`config.mk`:
```
export PLATFORM = sky130hd
export DESIGN_NAME = stim_sweep_gen
export DESIGN_NICKNAME = d
export VERILOG_FILES = /design/src/rtl/sweep_pkg.sv /design/src/rtl/sweep_sig_acc.sv /design/src/rtl/stim_sweep_gen.sv
export SDC_FILE = /design/constraint.sdc
export NUM_CORES = 1
export LEC_CHECK = 0
export BUFFER_PORTS_ARGS = -buffer_cell sky130_fd_sc_hd__buf_2
export CAP_MARGIN = 10
export CORE_MARGIN = 5
export CORE_UTILIZATION = 49
export CTS_CLUSTER_SIZE = 14
export DETAILED_ROUTE_END_ITERATION = 16
export PLACE_DENSITY_LB_ADDON = 0.3
export SLEW_MARGIN = 20
export SYNTH_ARGS = -nofsm -noshare
export SYNTH_HDL_FRONTEND = slang
export SYNTH_SLANG_ARGS = --single-unit
```
`constraint.sdc`:
```
create_clock -name clk -period 2.1 [get_ports clk]
set_input_delay 0.21 -clock clk [delete_from_list [all_inputs] [get_ports clk]]
set_output_delay 0.21 -clock clk [all_outputs]
set_load 0.02 [all_outputs]
```
`src/rtl/sweep_pkg.sv`:
```
// Shared types and helpers for the stimulus sweep generator:
// FSM state encoding, dwell counter width and binary/Gray pattern encoding.
package sweep_pkg;

    typedef enum logic [1:0] {
        ST_IDLE   = 2'd0,
        ST_DRIVE  = 2'd1,
        ST_SAMPLE = 2'd2,
        ST_DONE   = 2'd3
    } sweep_state_e;

    // Dwell counter width; covers DWELL up to 65535.
    localparam int unsigned DWELL_CNT_W = 16;

    // Map a sweep index onto the pattern driven to the DUT.
    function automatic logic [31:0] sweep_encode(input logic [31:0] idx, input logic gray);
        return gray ? (idx ^ (idx >> 1)) : idx;
    endfunction

endpackage

```
`src/rtl/sweep_sig_acc.sv`:
```
// Response signature accumulator: rotate-left-by-one then XOR in the
// zero-extended response on each enabled cycle; synchronous clear.
module sweep_sig_acc #(
    parameter int unsigned SIG_W = 16,
    parameter int unsigned OUT_W = 2
) (
    input  logic             clk,
    input  logic             rst_n,
    input  logic             clear,
    input  logic             enable,
    input  logic [OUT_W-1:0] resp,
    output logic [SIG_W-1:0] sig
);

    logic [SIG_W-1:0] sig_q;
    logic [SIG_W-1:0] sig_d;

    // Next signature: clear wins over accumulate.
    always_comb begin
        sig_d = sig_q;
        if (clear) begin
            sig_d = '0;
        end else if (enable) begin
            sig_d = ((sig_q << 1) | (sig_q >> (SIG_W - 1))) ^ SIG_W'(resp);
        end
    end

    // Signature register.
    always_ff @(posedge clk or negedge rst_n) begin
        if (!rst_n) begin
            sig_q <= '0;
        end else begin
            sig_q <= sig_d;
        end
    end

    assign sig = sig_q;

endmodule

```
`src/rtl/stim_sweep_gen.sv`:
```
// Exhaustive stimulus sweep generator: drives all 2^IN_W patterns in binary
// or Gray order, holds each for DWELL cycles, then strobes one sample cycle.
// Optional response signature enabled by defining STIM_SWEEP_SIG_EN.
module stim_sweep_gen
    import sweep_pkg::*;
#(
    parameter int unsigned IN_W  = 2,
    parameter int unsigned OUT_W = 2,
    parameter int unsigned DWELL = 4,
    parameter int unsigned SIG_W = 16
) (
    input  logic             clk,
    input  logic             rst_n,
    input  logic             start,
    input  logic             abort,
    input  logic             mode_gray,
    input  logic [OUT_W-1:0] resp,
    output logic [IN_W-1:0]  stim,
    output logic             sample,
    output logic             busy,
    output logic             done,
    output logic [SIG_W-1:0] sig
);

    localparam logic [IN_W-1:0]        IDX_LAST = '1;
    localparam logic [DWELL_CNT_W-1:0] CNT_LOAD = DWELL_CNT_W'(DWELL - 1);

    sweep_state_e           state_q, state_d;
    logic [IN_W-1:0]        idx_q, idx_d;
    logic [IN_W-1:0]        idx_nxt;
    logic [DWELL_CNT_W-1:0] cnt_q, cnt_d;
    logic                   gray_q, gray_d;
    logic [IN_W-1:0]        stim_q, stim_d;
    logic                   go;

    assign go      = (state_q == ST_IDLE) && start && !abort;
    assign idx_nxt = idx_q + 1'b1;

    // Next-state logic; stim is computed alongside the index so it is registered.
    always_comb begin
        state_d = state_q;
        idx_d   = idx_q;
        cnt_d   = cnt_q;
        gray_d  = gray_q;
        stim_d  = stim_q;
        if (abort) begin
            state_d = ST_IDLE;
            idx_d   = '0;
            cnt_d   = '0;
            stim_d  = '0;
        end else begin
            case (state_q)
                ST_IDLE: begin
                    if (start) begin
                        state_d = ST_DRIVE;
                        idx_d   = '0;
                        cnt_d   = CNT_LOAD;
                        gray_d  = mode_gray;
                        stim_d  = '0;
                    end
                end
                ST_DRIVE: begin
                    if (cnt_q == '0) begin
                        state_d = ST_SAMPLE;
                    end else begin
                        cnt_d = cnt_q - 1'b1;
                    end
                end
                ST_SAMPLE: begin
                    if (idx_q == IDX_LAST) begin
                        state_d = ST_DONE;
                        idx_d   = '0;
                        stim_d  = '0;
                    end else begin
                        state_d = ST_DRIVE;
                        idx_d   = idx_nxt;
                        cnt_d   = CNT_LOAD;
                        stim_d  = IN_W'(sweep_encode(32'(idx_nxt), gray_q));
                    end
                end
                ST_DONE: begin
                    state_d = ST_IDLE;
                end
                default: begin
                    state_d = ST_IDLE;
                    idx_d   = '0;
                    cnt_d   = '0;
                    stim_d  = '0;
                end
            endcase
        end
    end

    // Sweep state registers.
    always_ff @(posedge clk or negedge rst_n) begin
        if (!rst_n) begin
            state_q <= ST_IDLE;
            idx_q   <= '0;
            cnt_q   <= '0;
            gray_q  <= 1'b0;
            stim_q  <= '0;
        end else begin
            state_q <= state_d;
            idx_q   <= idx_d;
            cnt_q   <= cnt_d;
            gray_q  <= gray_d;
            stim_q  <= stim_d;
        end
    end

    assign stim   = stim_q;
    assign sample = (state_q == ST_SAMPLE);
    assign busy   = (state_q == ST_DRIVE) || (state_q == ST_SAMPLE);
    assign done   = (state_q == ST_DONE);

`ifdef STIM_SWEEP_SIG_EN
    // An abort coinciding with the sample cycle leaves the partial signature untouched.
    logic sig_clear;
    logic sig_en;

    assign sig_clear = go;
    assign sig_en    = sample && !abort;

    sweep_sig_acc #(
        .SIG_W(SIG_W),
        .OUT_W(OUT_W)
    ) u_sig_acc (
        .clk   (clk),
        .rst_n (rst_n),
        .clear (sig_clear),
        .enable(sig_en),
        .resp  (resp),
        .sig   (sig)
    );
`else
    logic unused_resp;
    logic unused_go;

    assign unused_resp = ^resp;
    assign unused_go   = go;
    assign sig         = '0;
`endif

endmodule
```
== Word-level counts from Yosys, hierarchy flattened ==
Index checks and enable logic that the tools add are counted.
W data, S select, Z words.
Storage, ports and cells
  word-level logic and storage cells: 44
  output and inout port bits: 21
  bits in writable memories: 0
  bits in registers: 23
  bits in read-only memories: 0
  bits of input ports: 7
  memories kept: 0
  bits in latches: 0
Operators by class
  mux-type cells: 18
  equal/unequal tests: 8
  div/mod/pow operators: 0
  shift operators: 0
  add/sub/neg operators: 2
  bitwise logic cells: 2
  $lt $le $gt $ge: 0
  reductions and logical operators: 9
  multiply operators: 0
Operator list (number)
  $mux W16: 4
  $pmux W16 S3: 1
  $mux W2: 10
  $logic_not A16 Y1: 1
  $sub A16 B1 Y16 const B: 1
  $ne A3 B3 Y1 const B: 4
  $pmux W2 S2: 2
  $pmux W2 S4: 1
  $eq A2 B2 Y1 const B: 3
  $reduce_and A2 Y1: 2
  $reduce_and A4 Y1: 1
  $reduce_bool A4 Y1: 1
  $reduce_and A3 Y1: 1
  $reduce_bool A3 Y1: 1
  $add A2 B1 Y2 const B: 1
  $eq A2 B1 Y1 const B: 1
  $logic_not A2 Y1: 1
  $xor A2 B1 Y2: 1
  $logic_or A1 B1 Y1: 1
  $not A1 Y1: 1

== Longest topological paths before layout ==
Gate-level depths: netlist (run 1).
  depth in word-level cells: 6
  depth in mapped cells: 9
  gate-level depth less buffers: 7

== Least setup slack after synthesis (run 1) ==
OpenSTA, ideal clock, no wires.
  path type: flip-flop to flip-flop
  start: register state_q[0]
  end: register cnt_q[0]
  data arrival time: 2.009 ns
  required time: 1.982 ns
  setup time: 0.118 ns
  buffers on the path: 1
  clock period less this slack: 2.127 ns
  stages on the path, launching flop included: 9
  path slack: -0.027 ns
  cells stage by stage: dfrtp_1 -> inv_1 -> ha_1 -> or3_1 -> a31o_2 -> buf_2 -> o21ai_1 -> a211oi_1 -> a21o_1
Between the ends
  longest elaborated chain between the ends: 3
  elaborated cells between the ends (all ways): 10
  classes of those cells: eq/ne: 5; mux: 2; reduce/logical: 3
RTL lines
  from (decl): RTL line stim_sweep_gen.sv:28  | sweep_state_e state_q, state_d;
  from (signal assigned): RTL line stim_sweep_gen.sv:103  | state_q <= state_d;
  $eq A2 B2 Y1 (*)
  net sample: RTL line stim_sweep_gen.sv:19  | output logic sample,
  $ne A3 B3 Y1 (no source line), or another cell as far along
  $reduce_and A4 Y1 (no source line) or $mux W16 (tied branches)
  to (signal assigned): RTL line stim_sweep_gen.sv:105  | cnt_q <= cnt_d;
  to (decl): RTL line stim_sweep_gen.sv:31  | logic [DWELL_CNT_W-1:0] cnt_q, cnt_d;
Mark *: on every way through the listed nets, which the timed path passes. The rest lies on a longest branch.
A chain may end at the register's enable or synchronous reset.

== Final worst setup path (run 1) ==
  start: register cnt_q[0]
  end: register cnt_q[7]
Between the ends
  longest elaborated chain between the ends: 4
  elaborated cells between the ends (all ways): 7
  classes of those cells: add/sub: 1; eq/ne: 1; mux: 3; reduce/logical: 2
RTL lines
  $sub A16 B1 Y16: RTL line stim_sweep_gen.sv:66  | cnt_d = cnt_q - 1'b1;
  $mux W16: RTL line stim_sweep_gen.sv:63  | if (cnt_q == '0) begin
  $pmux W16 S3: RTL line stim_sweep_gen.sv:52  | case (state_q)
  $mux W16: RTL line stim_sweep_gen.sv:46  | if (abort) begin
Several ways; a longest one is shown, not always the timed one. The select of a mux whose other input is x is not followed.

==> impl_metrics.prom, run 1 <==
# TYPE chip_impl_metric gauge
chip_impl_info{name="min_path_type",value="input pin to register"} 1
chip_impl_metric{name="timing.slew.headroom",unit=""} 0.659
chip_impl_metric{name="detail_route.drc_violations",unit=""} 0
chip_impl_info{name="r2r_end",value="cnt_q[7]$_DFFE_PN0P_"} 1
chip_impl_metric{name="postSynthCellCount",unit=""} 167
chip_impl_metric{name="die_width",unit="µm"} 65.2
chip_impl_metric{name="first_iter_violations",unit=""} 31
chip_impl_info{name="unrepaired_setup_endpoints_after_global_routing",value="true"} 1
chip_impl_metric{name="hold_viol",unit=""} 0
chip_impl_metric{name="grt_start_max_net_pins",unit=""} 23
chip_impl_metric{name="finish.cell_count_without_fillers",unit=""} 223
chip_impl_metric{name="cts_inserted_buffers",unit=""} 3
chip_impl_metric{name="synth.avg_cell_area",unit="µm²"} 8.95
chip_impl_metric{name="syn-cell-area",unit="µm²"} 1500
chip_impl_metric{name="grtUsageTotal",unit=""} 0.156
chip_impl_metric{name="yosys.area_share.xor_xnor",unit=""} 0.0527
chip_impl_metric{name="initial_cell_density_of_the_core",unit=""} 0.502
chip_impl_metric{name="floorplan.die_area",unit="µm²"} 4260
chip_impl_metric{name="pwr_density_cell",unit="nW/µm²"} 1710
chip_impl_info{name="synth_top_family_by_area",value="simple AND/OR/NAND/NOR gates"} 1
chip_impl_metric{name="post-route-worst-setup-slack",unit="ns"} 0.0121
chip_impl_metric{name="grt_pass1_wl",unit="µm"} 5120
chip_impl_metric{name="layout_cell_area_excl_fill",unit="µm²"} 1730
chip_impl_info{name="crit_path_start",value="cnt_q[0]$_DFFE_PN0P_"} 1
chip_impl_metric{name="numPlacedInstances",unit=""} 215
chip_impl_metric{name="number_of_buffers_on_the_longest_clock_path",unit=""} 2
chip_impl_metric{name="synth_simple_gate_area_share",unit=""} 0.238
chip_impl_metric{name="number_of_nets_in_the_layout",unit=""} 205
chip_impl_metric{name="cp.arrival",unit="ns"} 2.36
chip_impl_metric{name="synth.area.mux_share",unit=""} 0.0209
chip_impl_info{name="timing.rr.start",value="cnt_q[0]$_DFFE_PN0P_"} 1
chip_impl_info{name="worst_setup_ep_type",value="register"} 1
chip_impl_metric{name="sequential_share_of_the_synthesized_area",unit=""} 0.368
chip_impl_metric{name="worstPathRequired",unit="ns"} 2.37
chip_impl_metric{name="total_leakage_power",unit="nW"} 0.816
chip_impl_info{name="cpMostUsedCell",value="or4_4"} 1
chip_impl_metric{name="syn2layout_area_growth",unit="%"} 15.9
chip_impl_metric{name="final_core_utilization",unit=""} 0.582
chip_impl_info{name="crit_chain",value="buf_4, or4_4, or3_4, or4_4, a21oi_2"} 1
chip_impl_metric{name="synth_compound_area_frac",unit=""} 0.148
chip_impl_metric{name="post_route_cells_drive_above_1_share",unit=""} 0.253
chip_impl_metric{name="route.detailed.vias_per_inst",unit=""} 5.64
chip_impl_metric{name="gpl.final_weighted_congestion",unit=""} 0.853
chip_impl_info{name="worstSetupPathType",value="register to register"} 1
chip_impl_metric{name="num_io_pins",unit=""} 28
chip_impl_metric{name="synth-edff-count",unit=""} 0
chip_impl_info{name="kind_of_cell_with_the_highest_combined_delay_on_the_critical_path",value="simple AND/OR/NAND/NOR gates"} 1
chip_impl_metric{name="placement.cell_area",unit="µm²"} 1590
chip_impl_metric{name="route.detailed.wl_per_inst",unit="µm"} 14.3
chip_impl_metric{name="num_rows",unit=""} 20
chip_impl_metric{name="r2r_setup_slack",unit="ns"} 0.01
chip_impl_metric{name="wirelength",unit="µm"} 3190
chip_impl_metric{name="core_area",unit="µm²"} 2980
chip_impl_metric{name="vdd_ir_drop_max",unit="µV"} 768
chip_impl_metric{name="crit_cells",unit=""} 5
chip_impl_metric{name="grt_overflow_total",unit=""} 0
chip_impl_metric{name="antenna_violations_before_repair",unit=""} 0
chip_impl_info{name="yosys_most_used_dff",value="dfrtp_1"} 1
chip_impl_metric{name="worst_clock_skew",unit="ns"} 0.00393
chip_impl_metric{name="tritoncts_num_sinks",unit=""} 22
chip_impl_metric{name="hold-path-cell-count",unit=""} 2
chip_impl_metric{name="drtPass1Iterations",unit=""} 4
chip_impl_metric{name="number_of_h_tree_branching_levels",unit=""} 1
chip_impl_info{name="worstSetupStartpointType",value="register"} 1
chip_impl_metric{name="fp.dieH",unit="µm"} 65.2
chip_impl_metric{name="reg2reg_depth",unit=""} 5
chip_impl_metric{name="slew_viol_final",unit=""} 0
chip_impl_info{name="cp_slowest_cell",value="or4_4"} 1
chip_impl_metric{name="report.final.setup_viol",unit=""} 0
chip_impl_info{name="cts_root_buf",value="clkbuf_4"} 1
chip_impl_metric{name="yosys.area_share.adder",unit=""} 0.0586
chip_impl_info{name="setup.worst_path.end",value="cnt_q[7]$_DFFE_PN0P_"} 1
chip_impl_info{name="run_status",value="finished clean"} 1
chip_impl_metric{name="fin_crit",unit="ns"} 2.09
chip_impl_metric{name="worst-path-buf-inv",unit=""} 1
chip_impl_metric{name="share_of_flip_flops_with_an_asynchronous_set_or_reset_after_synthesis",unit=""} 1.00
chip_impl_metric{name="dp.final_hpwl",unit="µm"} 2290
chip_impl_metric{name="diode_insertion_count_for_antenna_repair",unit=""} 0
chip_impl_metric{name="grt_pass1_vias",unit=""} 1094
chip_impl_info{name="cts_tree",value="built"} 1
chip_impl_metric{name="synth-warning-count",unit=""} 0
chip_impl_metric{name="placement.io_buffers",unit=""} 9
chip_impl_metric{name="totalNegativeSetupSlack",unit="ns"} 0
chip_impl_metric{name="dr_total_vias",unit=""} 1257
chip_impl_metric{name="tightest_pin_transition",unit="ns"} 0.512
chip_impl_metric{name="synth_cell_type_count",unit=""} 44
chip_impl_metric{name="preCtsSetupSlack",unit="ns"} 0.0171
chip_impl_metric{name="finalCritPeriodShare",unit=""} 0.994
chip_impl_metric{name="critical_path_peak_fanout",unit=""} 4
chip_impl_metric{name="synth-seq-cells",unit=""} 22
chip_impl_metric{name="max_stage_delay",unit="ns"} 0.57
chip_impl_metric{name="max_cap_violations",unit=""} 0
chip_impl_metric{name="clock_latency",unit="ns"} 0.33
chip_impl_metric{name="clk_transition_reported_paths",unit="ns"} 0.13
chip_impl_metric{name="timing.fmax",unit="GHz"} 0.479
chip_impl_metric{name="route.antenna.remaining_nets",unit=""} 0
## state kept, by name (all words and copies together) (netlist names)
register	cells
cnt_q	16
idx_q	2
stim	1
gray_q	1
state_q	2
## metrics by stage
step	hold WS, ns	power, mW
2_1_floorplan	-0.0856	1.94
3_3_place_gp	0.207	2.35
3_5_place_dp	0.213	2.40
4_1_cts	0.0978	2.76
5_1_grt	0.0893	3.21
6_report	0.105	2.96
## layout make-up
class | count | area, µm²
multi-input combinational | 133 | 895
timing repair buffer | 26 | 175
clock buffer | 3 | 22.5
sequential | 22 | 551
inverter | 5 | 18.8
clock inverter | 1 | 30.0
tap | 33 | 41.3
fill | 257 | 1240
## logic make-up after synthesis
group,after synthesis
compound gates,33
mux,3
buf+inv,27
simple gates,65
flops,22
xor+xnor,9
other cells,1
fa+ha+maj,7
## synthesized netlist by cell type, drive strengths merged (3+ instances only)
cell | number | area, µm²
a21oi | 4 | 20.0
buf | 18 | 133
clkbuf | 4 | 15.0
dfrtp | 22 | 551
ha | 7 | 87.6
inv | 5 | 18.8
nand2 | 9 | 33.8
nand2b | 3 | 18.8
nand3 | 5 | 25.0
nor2 | 22 | 82.6
nor3 | 4 | 20.0
nor4 | 5 | 37.5
o21ai | 10 | 50.0
o31ai | 3 | 22.5
or3 | 3 | 18.8
or4 | 4 | 33.8
xnor2 | 3 | 26.3
xor2 | 6 | 52.6
## where the power goes
part | internal, mW | leakage (nW) | switching (mW)
clock | 0.193 | 0.0279 | 0.146
combinational | 0.881 | 0.492 | 0.966
sequential | 0.584 | 0.296 | 0.185
## metal layers
layer  GRT usage  wire length [µm]
met1       0.218              1460
met4      0.0699                61
met3      0.0256               161
met2       0.235              1510
met5           0                 0
## how the worst min path moves through the flow
stage / from / endpoint
final: mode_gray / gray_q$_DFFE_PN0P_
after global routing: mode_gray / gray_q$_DFFE_PN0P_
after CTS: mode_gray / gray_q$_DFFE_PN0P_
after detailed placement: rst_n / cnt_q[7]$_DFFE_PN0P_
after global placement: rst_n / cnt_q[7]$_DFFE_PN0P_
after floorplan: rst_n / cnt_q[0]$_DFFE_PN0P_
## repair_timing
action,4_1_cts,5_1_grt
hold endpoints to repair,22,0
pin swaps,0,7
buffers inserted,1,2
resized for setup,0,14
endpoints found under the setup margin,1,16
hold buffers,1,0
## cell usage in the layout, fill, tap and decap left out, drive strengths merged, types with 2 or more instances in the layout
master / count
a211oi: 2
a21o: 2
a21oi: 4
a32oi: 2
buf: 25
clkbuf: 3
conb: 16
dfrtp: 22
ha: 7
inv: 5
mux2i: 2
nand2: 9
nand2b: 3
nand3: 5
nand4: 2
nand4b: 2
nor2: 22
nor3: 4
nor4: 5
nor4b: 2
o211ai: 2
o21ai: 10
o31ai: 3
o41ai: 2
or3: 3
or4: 4
xnor2: 3
xor2: 6
Note: power is estimated with default switching activity, not from simulation.
==> inputs of run 2 (changes only) <==
Settings changed: REMOVE_ABC_BUFFERS set to 1.
==> impl_metrics.prom, run 2 (synthesis gave the netlist of run 1 again) <==
# TYPE chip_impl_metric gauge
chip_impl_info{name="run_status",value="finished clean"} 1
chip_impl_metric{name="hold_slack",unit="ns"} 0.129
chip_impl_info{name="most_used_cells_in_the_layout_excluding_fill_and_tap_cells",value="nor2_1, dfrtp_1, conb_1"} 1
chip_impl_metric{name="gpl.final_weighted_congestion",unit=""} 0.827
chip_impl_metric{name="clock_latency",unit="ns"} 0.30
chip_impl_metric{name="cts_inserted_buffers",unit=""} 3
chip_impl_info{name="crit_chain",value="buf_4, or4_4, or3_4, or4_1, a21oi_1"} 1
chip_impl_metric{name="die_width",unit="µm"} 65.2
chip_impl_metric{name="core_area",unit="µm²"} 2980
chip_impl_info{name="registers_with_the_highest_flip_flop_counts",value="cnt_q x16, idx_q x2, state_q x2"} 1
chip_impl_metric{name="syn2layout_area_growth",unit="%"} 11.9
chip_impl_info{name="worstSetupPathType",value="register to register"} 1
chip_impl_metric{name="finish.cell_count_without_fillers",unit=""} 219
chip_impl_info{name="worstSetupStartpointType",value="register"} 1
chip_impl_metric{name="tritoncts_num_sinks",unit=""} 22
chip_impl_metric{name="initial_cell_density_of_the_core",unit=""} 0.502
chip_impl_metric{name="report.final.setup_viol",unit=""} 0
chip_impl_metric{name="worstPathRequired",unit="ns"} 2.34
chip_impl_metric{name="clk_transition_reported_paths",unit="ns"} 0.13
chip_impl_metric{name="grtUsageTotal",unit=""} 0.151
chip_impl_info{name="worst_setup_ep_type",value="register"} 1
chip_impl_metric{name="totalNegativeSetupSlack",unit="ns"} 0
chip_impl_metric{name="vdd_ir_drop_max",unit="µV"} 1020
chip_impl_info{name="top_register",value="cnt_q"} 1
chip_impl_metric{name="pwr_density_cell",unit="nW/µm²"} 1660
chip_impl_metric{name="final.fill_count",unit=""} 254
chip_impl_metric{name="total_leakage_power",unit="nW"} 0.788
chip_impl_info{name="cp_slowest_cell",value="or4_4"} 1
chip_impl_metric{name="grt_pass1_vias",unit=""} 1225
chip_impl_metric{name="number_of_buffers_on_the_longest_clock_path",unit=""} 2
chip_impl_metric{name="max_stage_delay",unit="ns"} 0.52
chip_impl_info{name="min_path_type",value="input pin to register"} 1
chip_impl_metric{name="dr_total_vias",unit=""} 1235
chip_impl_info{name="cts_tree",value="built"} 1
chip_impl_metric{name="grt_start_max_net_pins",unit=""} 23
chip_impl_metric{name="route.detailed.wl_per_inst",unit="µm"} 14.1
chip_impl_metric{name="grt_overflow_total",unit=""} 0
chip_impl_metric{name="num_rows",unit=""} 20
chip_impl_metric{name="total_power",unit="mW"} 2.78
chip_impl_metric{name="diode_insertion_count_for_antenna_repair",unit=""} 0
chip_impl_metric{name="max_cap_violations",unit=""} 0
chip_impl_metric{name="grt_pass1_wl",unit="µm"} 5220
chip_impl_metric{name="numPlacedInstances",unit=""} 214
chip_impl_metric{name="slew_viol_final",unit=""} 0
chip_impl_metric{name="cp.arrival",unit="ns"} 2.30
chip_impl_metric{name="drtPass1Iterations",unit=""} 4
chip_impl_metric{name="layout_cell_area_excl_fill",unit="µm²"} 1670
chip_impl_metric{name="fin_crit",unit="ns"} 2.06
chip_impl_metric{name="num_io_pins",unit=""} 28
chip_impl_metric{name="dp.final_hpwl",unit="µm"} 2240
chip_impl_metric{name="multiInputGateArea",unit="µm²"} 865
chip_impl_metric{name="wirelength",unit="µm"} 3090
chip_impl_metric{name="placement.cell_area",unit="µm²"} 1580
chip_impl_metric{name="cts_setup_buffers",unit=""} 0
chip_impl_metric{name="largest_register_ffs",unit=""} 16
chip_impl_metric{name="antenna_violations_before_repair",unit=""} 0
chip_impl_metric{name="worst_clock_skew",unit="ns"} 0.000554
chip_impl_metric{name="number_of_h_tree_branching_levels",unit=""} 1
chip_impl_metric{name="placement.io_buffers",unit=""} 9
chip_impl_info{name="unrepaired_setup_endpoints_after_global_routing",value="true"} 1
chip_impl_metric{name="fp.dieH",unit="µm"} 65.2
chip_impl_metric{name="final-seq-area",unit="µm²"} 551
chip_impl_metric{name="hold_viol",unit=""} 0
chip_impl_metric{name="route.antenna.remaining_nets",unit=""} 0
chip_impl_metric{name="post_route_cells_drive_above_1_share",unit=""} 0.194
chip_impl_metric{name="detail_route.drc_violations",unit=""} 0
chip_impl_metric{name="number_of_nets_in_the_layout",unit=""} 201
chip_impl_info{name="cts_root_buf",value="clkbuf_4"} 1
chip_impl_metric{name="first_iter_violations",unit=""} 82
chip_impl_metric{name="finalCritPeriodShare",unit=""} 0.980
chip_impl_metric{name="critical_path_peak_fanout",unit=""} 5
chip_impl_metric{name="timing.fmax",unit="GHz"} 0.486
chip_impl_metric{name="floorplan.die_area",unit="µm²"} 4260
chip_impl_metric{name="route.detailed.vias_per_inst",unit=""} 5.64
run 2: through the flow:
stage                      util  setup WS, ns
after floorplan               -       -0.0165
after global placement    0.531        0.0574
after detailed placement  0.531       -0.0192
after CTS                 0.555        0.0110
after global routing      0.562       -0.0390
final                     0.562        0.0419
run 2: power breakdown:
part,internal [mW],switching [mW],total (mW)
registers,0.584,0.212,0.796
logic,0.746,0.914,1.66
clock network,0.193,0.131,0.324
run 2: worst max-delay path: cells and delay by family (launching register included):
kind            cells  cell delay, ns
compound gates      1            0.13
flops               1            0.43
buf+inv             1            0.15
simple gates        3            1.28
run 2: layout make-up:
cell class | count | area share
Clock buffer | 3 | 0.0135
Clock inverter | 1 | 0.0180
Inverter | 5 | 0.0112
Multi-Input combinational cell | 133 | 0.517
Sequential cell | 22 | 0.329
Tap cell | 33 | 0.0247
Timing Repair Buffer | 22 | 0.0868
run 2: repair_timing:
item | CTS | global route
hold buffers | 1 | 0
endpoints found under the hold margin | 22 | 0
gates resized for setup | 1 | 7
cloned | 0 | 0
setup endpoints to repair | 1 | 11
pin swaps | 0 | 4
run 2: routing by layer:
layer | up-vias | routed length (µm) | track usage
met5 | - | 0 | 0
li1 | 605 | - | -
met4 | 0 | 24 | 0.0466
met1 | 584 | 1350 | 0.193
met3 | 6 | 153 | 0.0171
met2 | 40 | 1570 | 0.265
run 2: final timing paths:
kind / slack [ns] / end / startpoint / cells past startpoint
min reg2reg: 0.55 / gray_q$_DFFE_PN0P_ / gray_q$_DFFE_PN0P_ / 1
max reg2reg: 0.04 / cnt_q[7]$_DFFE_PN0P_ / cnt_q[0]$_DFFE_PN0P_ / 5
min: 0.13 / gray_q$_DFFE_PN0P_ / mode_gray / 2
max in group asynchronous: 1.39 / cnt_q[11]$_DFFE_PN0P_ / rst_n / 2
min in group asynchronous: 0.38 / cnt_q[0]$_DFFE_PN0P_ / rst_n / 2
max: 0.04 / cnt_q[7]$_DFFE_PN0P_ / cnt_q[0]$_DFFE_PN0P_ / 5
==> inputs of run 3 (changes only) <==
Settings changed: ABC_AREA set to 1, CORE_UTILIZATION 49 to 51.
==> impl_metrics.prom, run 3 <==
# TYPE chip_impl_metric gauge
chip_impl_info{name="run_status",value="finished clean"} 1
chip_impl_metric{name="crit_cells",unit=""} 10
chip_impl_info{name="crit_path_start",value="state_q[0]$_DFFE_PN0P_"} 1
chip_impl_info{name="registers_with_the_highest_flip_flop_counts",value="cnt_q x16, idx_q x2, state_q x2"} 1
chip_impl_metric{name="first_iter_violations",unit=""} 105
chip_impl_info{name="synth_top_family_by_area",value="simple AND/OR/NAND/NOR gates"} 1
chip_impl_info{name="cts_tree",value="built"} 1
chip_impl_info{name="hold_path_startpoint",value="mode_gray"} 1
chip_impl_metric{name="synth.area.mux_share",unit=""} 0.00651
chip_impl_metric{name="grtUsageTotal",unit=""} 0.159
chip_impl_metric{name="num_io_pins",unit=""} 28
chip_impl_info{name="yosys_most_used_dff",value="dfrtp_1"} 1
chip_impl_metric{name="syn-cell-area",unit="µm²"} 1730
chip_impl_metric{name="number_of_h_tree_branching_levels",unit=""} 1
chip_impl_metric{name="dp.final_hpwl",unit="µm"} 2450
chip_impl_info{name="crit_chain",value="inv_1, ha_1, nor2_4, nand3_2, nand2_4, nor2_8, nand2_4, inv_2, nand4_1, nand2_1"} 1
chip_impl_metric{name="worstPathRequired",unit="ns"} 2.36
chip_impl_info{name="min_path_type",value="input pin to register"} 1
chip_impl_metric{name="timing.fmax",unit="GHz"} 0.556
chip_impl_metric{name="wirelength",unit="µm"} 3200
chip_impl_metric{name="synth.avg_cell_area",unit="µm²"} 7.30
chip_impl_metric{name="postSynthCellCount",unit=""} 237
chip_impl_info{name="worst_setup_ep_type",value="register"} 1
chip_impl_metric{name="synth_compound_area_frac",unit=""} 0.0601
chip_impl_metric{name="fin_crit",unit="ns"} 1.80
chip_impl_metric{name="yosys.area_share.xor_xnor",unit=""} 0.0152
chip_impl_metric{name="syn2layout_area_growth",unit="%"} 1.45
chip_impl_metric{name="timing.slew.headroom",unit=""} 0.658
chip_impl_metric{name="grt_pass1_vias",unit=""} 1363
chip_impl_info{name="most_used_cells_in_the_layout_excluding_fill_and_tap_cells",value="nand2_1, nor2_1, inv_1"} 1
chip_impl_metric{name="synth_cell_type_count",unit=""} 25
chip_impl_metric{name="worst-path-buf-inv",unit=""} 2
chip_impl_info{name="cts_root_buf",value="clkbuf_4"} 1
chip_impl_metric{name="tightest_pin_transition",unit="ns"} 0.514
chip_impl_info{name="kind_of_cell_with_the_highest_combined_delay_on_the_critical_path",value="simple AND/OR/NAND/NOR gates"} 1
chip_impl_metric{name="fp.dieH",unit="µm"} 68.2
chip_impl_metric{name="route.detailed.wl_per_inst",unit="µm"} 11.0
chip_impl_metric{name="cts_setup_buffers",unit=""} 0
chip_impl_metric{name="grt_pass1_wl",unit="µm"} 5710
chip_impl_metric{name="num_rows",unit=""} 21
chip_impl_metric{name="hold_slack",unit="ns"} 0.124
chip_impl_metric{name="floorplan.die_area",unit="µm²"} 4660
chip_impl_metric{name="max_stage_delay",unit="ns"} 0.45
chip_impl_metric{name="core_area",unit="µm²"} 3310
chip_impl_metric{name="reg2reg_depth",unit=""} 10
chip_impl_metric{name="clock_latency",unit="ns"} 0.31
chip_impl_metric{name="total_leakage_power",unit="nW"} 0.950
chip_impl_metric{name="die_width",unit="µm"} 68.2
chip_impl_metric{name="synth-edff-count",unit=""} 0
chip_impl_metric{name="max_cap_violations",unit=""} 0
chip_impl_metric{name="total_power",unit="mW"} 2.61
chip_impl_info{name="r2r_end",value="cnt_q[8]$_DFFE_PN0P_"} 1
chip_impl_info{name="synthTopCellsByCount",value="nand2_1, nor2_1, inv_1, dfrtp_1, buf_4"} 1
chip_impl_metric{name="hold-path-cell-count",unit=""} 2
chip_impl_metric{name="post_cts_resized",unit=""} 0
chip_impl_metric{name="dr_total_vias",unit=""} 1415
chip_impl_metric{name="share_of_flip_flops_with_an_asynchronous_set_or_reset_after_synthesis",unit=""} 1.00
chip_impl_metric{name="report.final.setup_viol",unit=""} 0
chip_impl_info{name="layout.cells.most_common",value="nand2_1"} 1
chip_impl_info{name="worstSetupStartpointType",value="register"} 1
chip_impl_metric{name="yosys.area_share.adder",unit=""} 0.0507
chip_impl_metric{name="grt_start_max_net_pins",unit=""} 23
chip_impl_info{name="cp_slowest_cell",value="dfrtp_1"} 1
chip_impl_metric{name="totalNegativeSetupSlack",unit="ns"} 0
chip_impl_metric{name="pwr_density_cell",unit="nW/µm²"} 1490
chip_impl_metric{name="placement.io_buffers",unit=""} 9
chip_impl_metric{name="synth-warning-count",unit=""} 0
chip_impl_metric{name="grt_overflow_total",unit=""} 0
chip_impl_metric{name="gpl.final_weighted_congestion",unit=""} 0.926
chip_impl_metric{name="tritoncts_num_sinks",unit=""} 22
chip_impl_metric{name="final.fill_count",unit=""} 355
chip_impl_metric{name="drtPass1Iterations",unit=""} 4
chip_impl_metric{name="detail_route.drc_violations",unit=""} 0
chip_impl_info{name="cpMostUsedCell",value="nand2_4"} 1
chip_impl_metric{name="post_route_cells_drive_above_1_share",unit=""} 0.135
chip_impl_metric{name="synth-seq-cells",unit=""} 22
chip_impl_info{name="unrepaired_setup_endpoints_after_global_routing",value="false"} 1
chip_impl_metric{name="antenna_violations_before_repair",unit=""} 0
chip_impl_metric{name="route.antenna.remaining_nets",unit=""} 0
chip_impl_metric{name="finalCritPeriodShare",unit=""} 0.856
chip_impl_metric{name="route.detailed.vias_per_inst",unit=""} 4.88
chip_impl_metric{name="number_of_nets_in_the_layout",unit=""} 259
chip_impl_metric{name="hold_viol",unit=""} 0
chip_impl_metric{name="critical_path_peak_fanout",unit=""} 15
chip_impl_metric{name="yosys.area.top_type_share",unit=""} 0.318
chip_impl_metric{name="worst_clock_skew",unit="ns"} 0.00144
chip_impl_info{name="holdPathEnd",value="gray_q$_DFFE_PN0P_"} 1
chip_impl_info{name="synth_largest_area_cell",value="dfrtp_1"} 1
chip_impl_metric{name="synth_simple_gate_area_share",unit=""} 0.373
chip_impl_metric{name="cp.arrival",unit="ns"} 2.06
chip_impl_info{name="post_synth_main_area_contributors",value="dfrtp_1, nand2_1, buf_4"} 1
chip_impl_metric{name="holdBufCountCts",unit=""} 1
chip_impl_metric{name="largest_register_ffs",unit=""} 16
chip_impl_metric{name="sequential_share_of_the_synthesized_area",unit=""} 0.318
chip_impl_info{name="worstSetupPathType",value="register to register"} 1
chip_impl_metric{name="number_of_buffers_on_the_longest_clock_path",unit=""} 2
chip_impl_info{name="most_frequent_cell_after_synthesis",value="nand2_1"} 1
chip_impl_info{name="timing.rr.start",value="state_q[0]$_DFFE_PN0P_"} 1
chip_impl_info{name="top_register",value="cnt_q"} 1
chip_impl_metric{name="initial_cell_density_of_the_core",unit=""} 0.522
chip_impl_metric{name="slew_viol_final",unit=""} 0
chip_impl_metric{name="diode_insertion_count_for_antenna_repair",unit=""} 0
chip_impl_metric{name="cts_inserted_buffers",unit=""} 3
chip_impl_metric{name="r2r_setup_slack",unit="ns"} 0.30
chip_impl_metric{name="clk_transition_reported_paths",unit="ns"} 0.12
chip_impl_metric{name="vdd_ir_drop_max",unit="µV"} 689
-- run 3: stage by stage --
step                setup WS, ns  cell area [µm²]  utilization  cells
CTS                        0.287             1750        0.530    290
finish                     0.303             1750        0.530    290
global placement           0.358             1710        0.516    285
detailed placement         0.322             1710        0.516    285
global route               0.122             1750        0.530    290
floorplan                  0.403             1600            -    229
-- run 3: cell families (layout without fill, tap and decap cells) --
logic type,count (synthesis),count (layout)
AO/OA/AOI/OAI,20,20
buffers and inverters,53,45
adder cells (fa/ha/maj),7,7
AND/OR/NAND/NOR,130,130
XOR/XNOR,3,3
other,1,16
flip-flops,22,22
multiplexers,1,1
-- run 3: layout make-up --
| class | count | area [µm²] | share of cell area |
|---|---|---|---|
| clock buffer | 4 | 36.3 | 0.0207 |
| tap | 46 | 57.6 | 0.0328 |
| sequential | 22 | 551 | 0.314 |
| timing repair buffer | 11 | 62.6 | 0.0357 |
| inverter | 30 | 113 | 0.0642 |
| multi-input combinational | 177 | 935 | 0.533 |
-- run 3: how the worst max path moves through the flow --
stage / endpoint
floorplan: cnt_q[3]$_DFFE_PN0P_
global placement: cnt_q[8]$_DFFE_PN0P_
detailed placement: cnt_q[8]$_DFFE_PN0P_
CTS: cnt_q[8]$_DFFE_PN0P_
global route: cnt_q[8]$_DFFE_PN0P_
finish: cnt_q[8]$_DFFE_PN0P_
-- run 3: layer usage --
metal,wire (µm),up-vias,part of all wire,track usage
li1,-,734,-,-
met1,1540,646,0.48,0.205
met2,1470,29,0.46,0.267
met3,128,6,0.040,0.0230
met4,58,0,0.018,0.0596
met5,0,-,0,0
-- run 3: worst register-to-register path, cell delays in order, from the launching register on --
cell and delay [ns]:
dfrtp_1 0.45, inv_1 0.13, ha_1 0.33, nor2_4 0.05
nand3_2 0.08, nand2_4 0.07, nor2_8 0.17, nand2_4 0.15
inv_2 0.16, nand4_1 0.09, nand2_1 0.07
-- run 3: power breakdown --
| part | total (mW) | switching [mW] | internal (mW) | leakage [nW] |
|---|---|---|---|---|
| combinational | 1.69 | 1.13 | 0.562 | 0.634 |
| sequential | 0.679 | 0.123 | 0.556 | 0.295 |
| clock | 0.237 | 0.132 | 0.106 | 0.0210 |
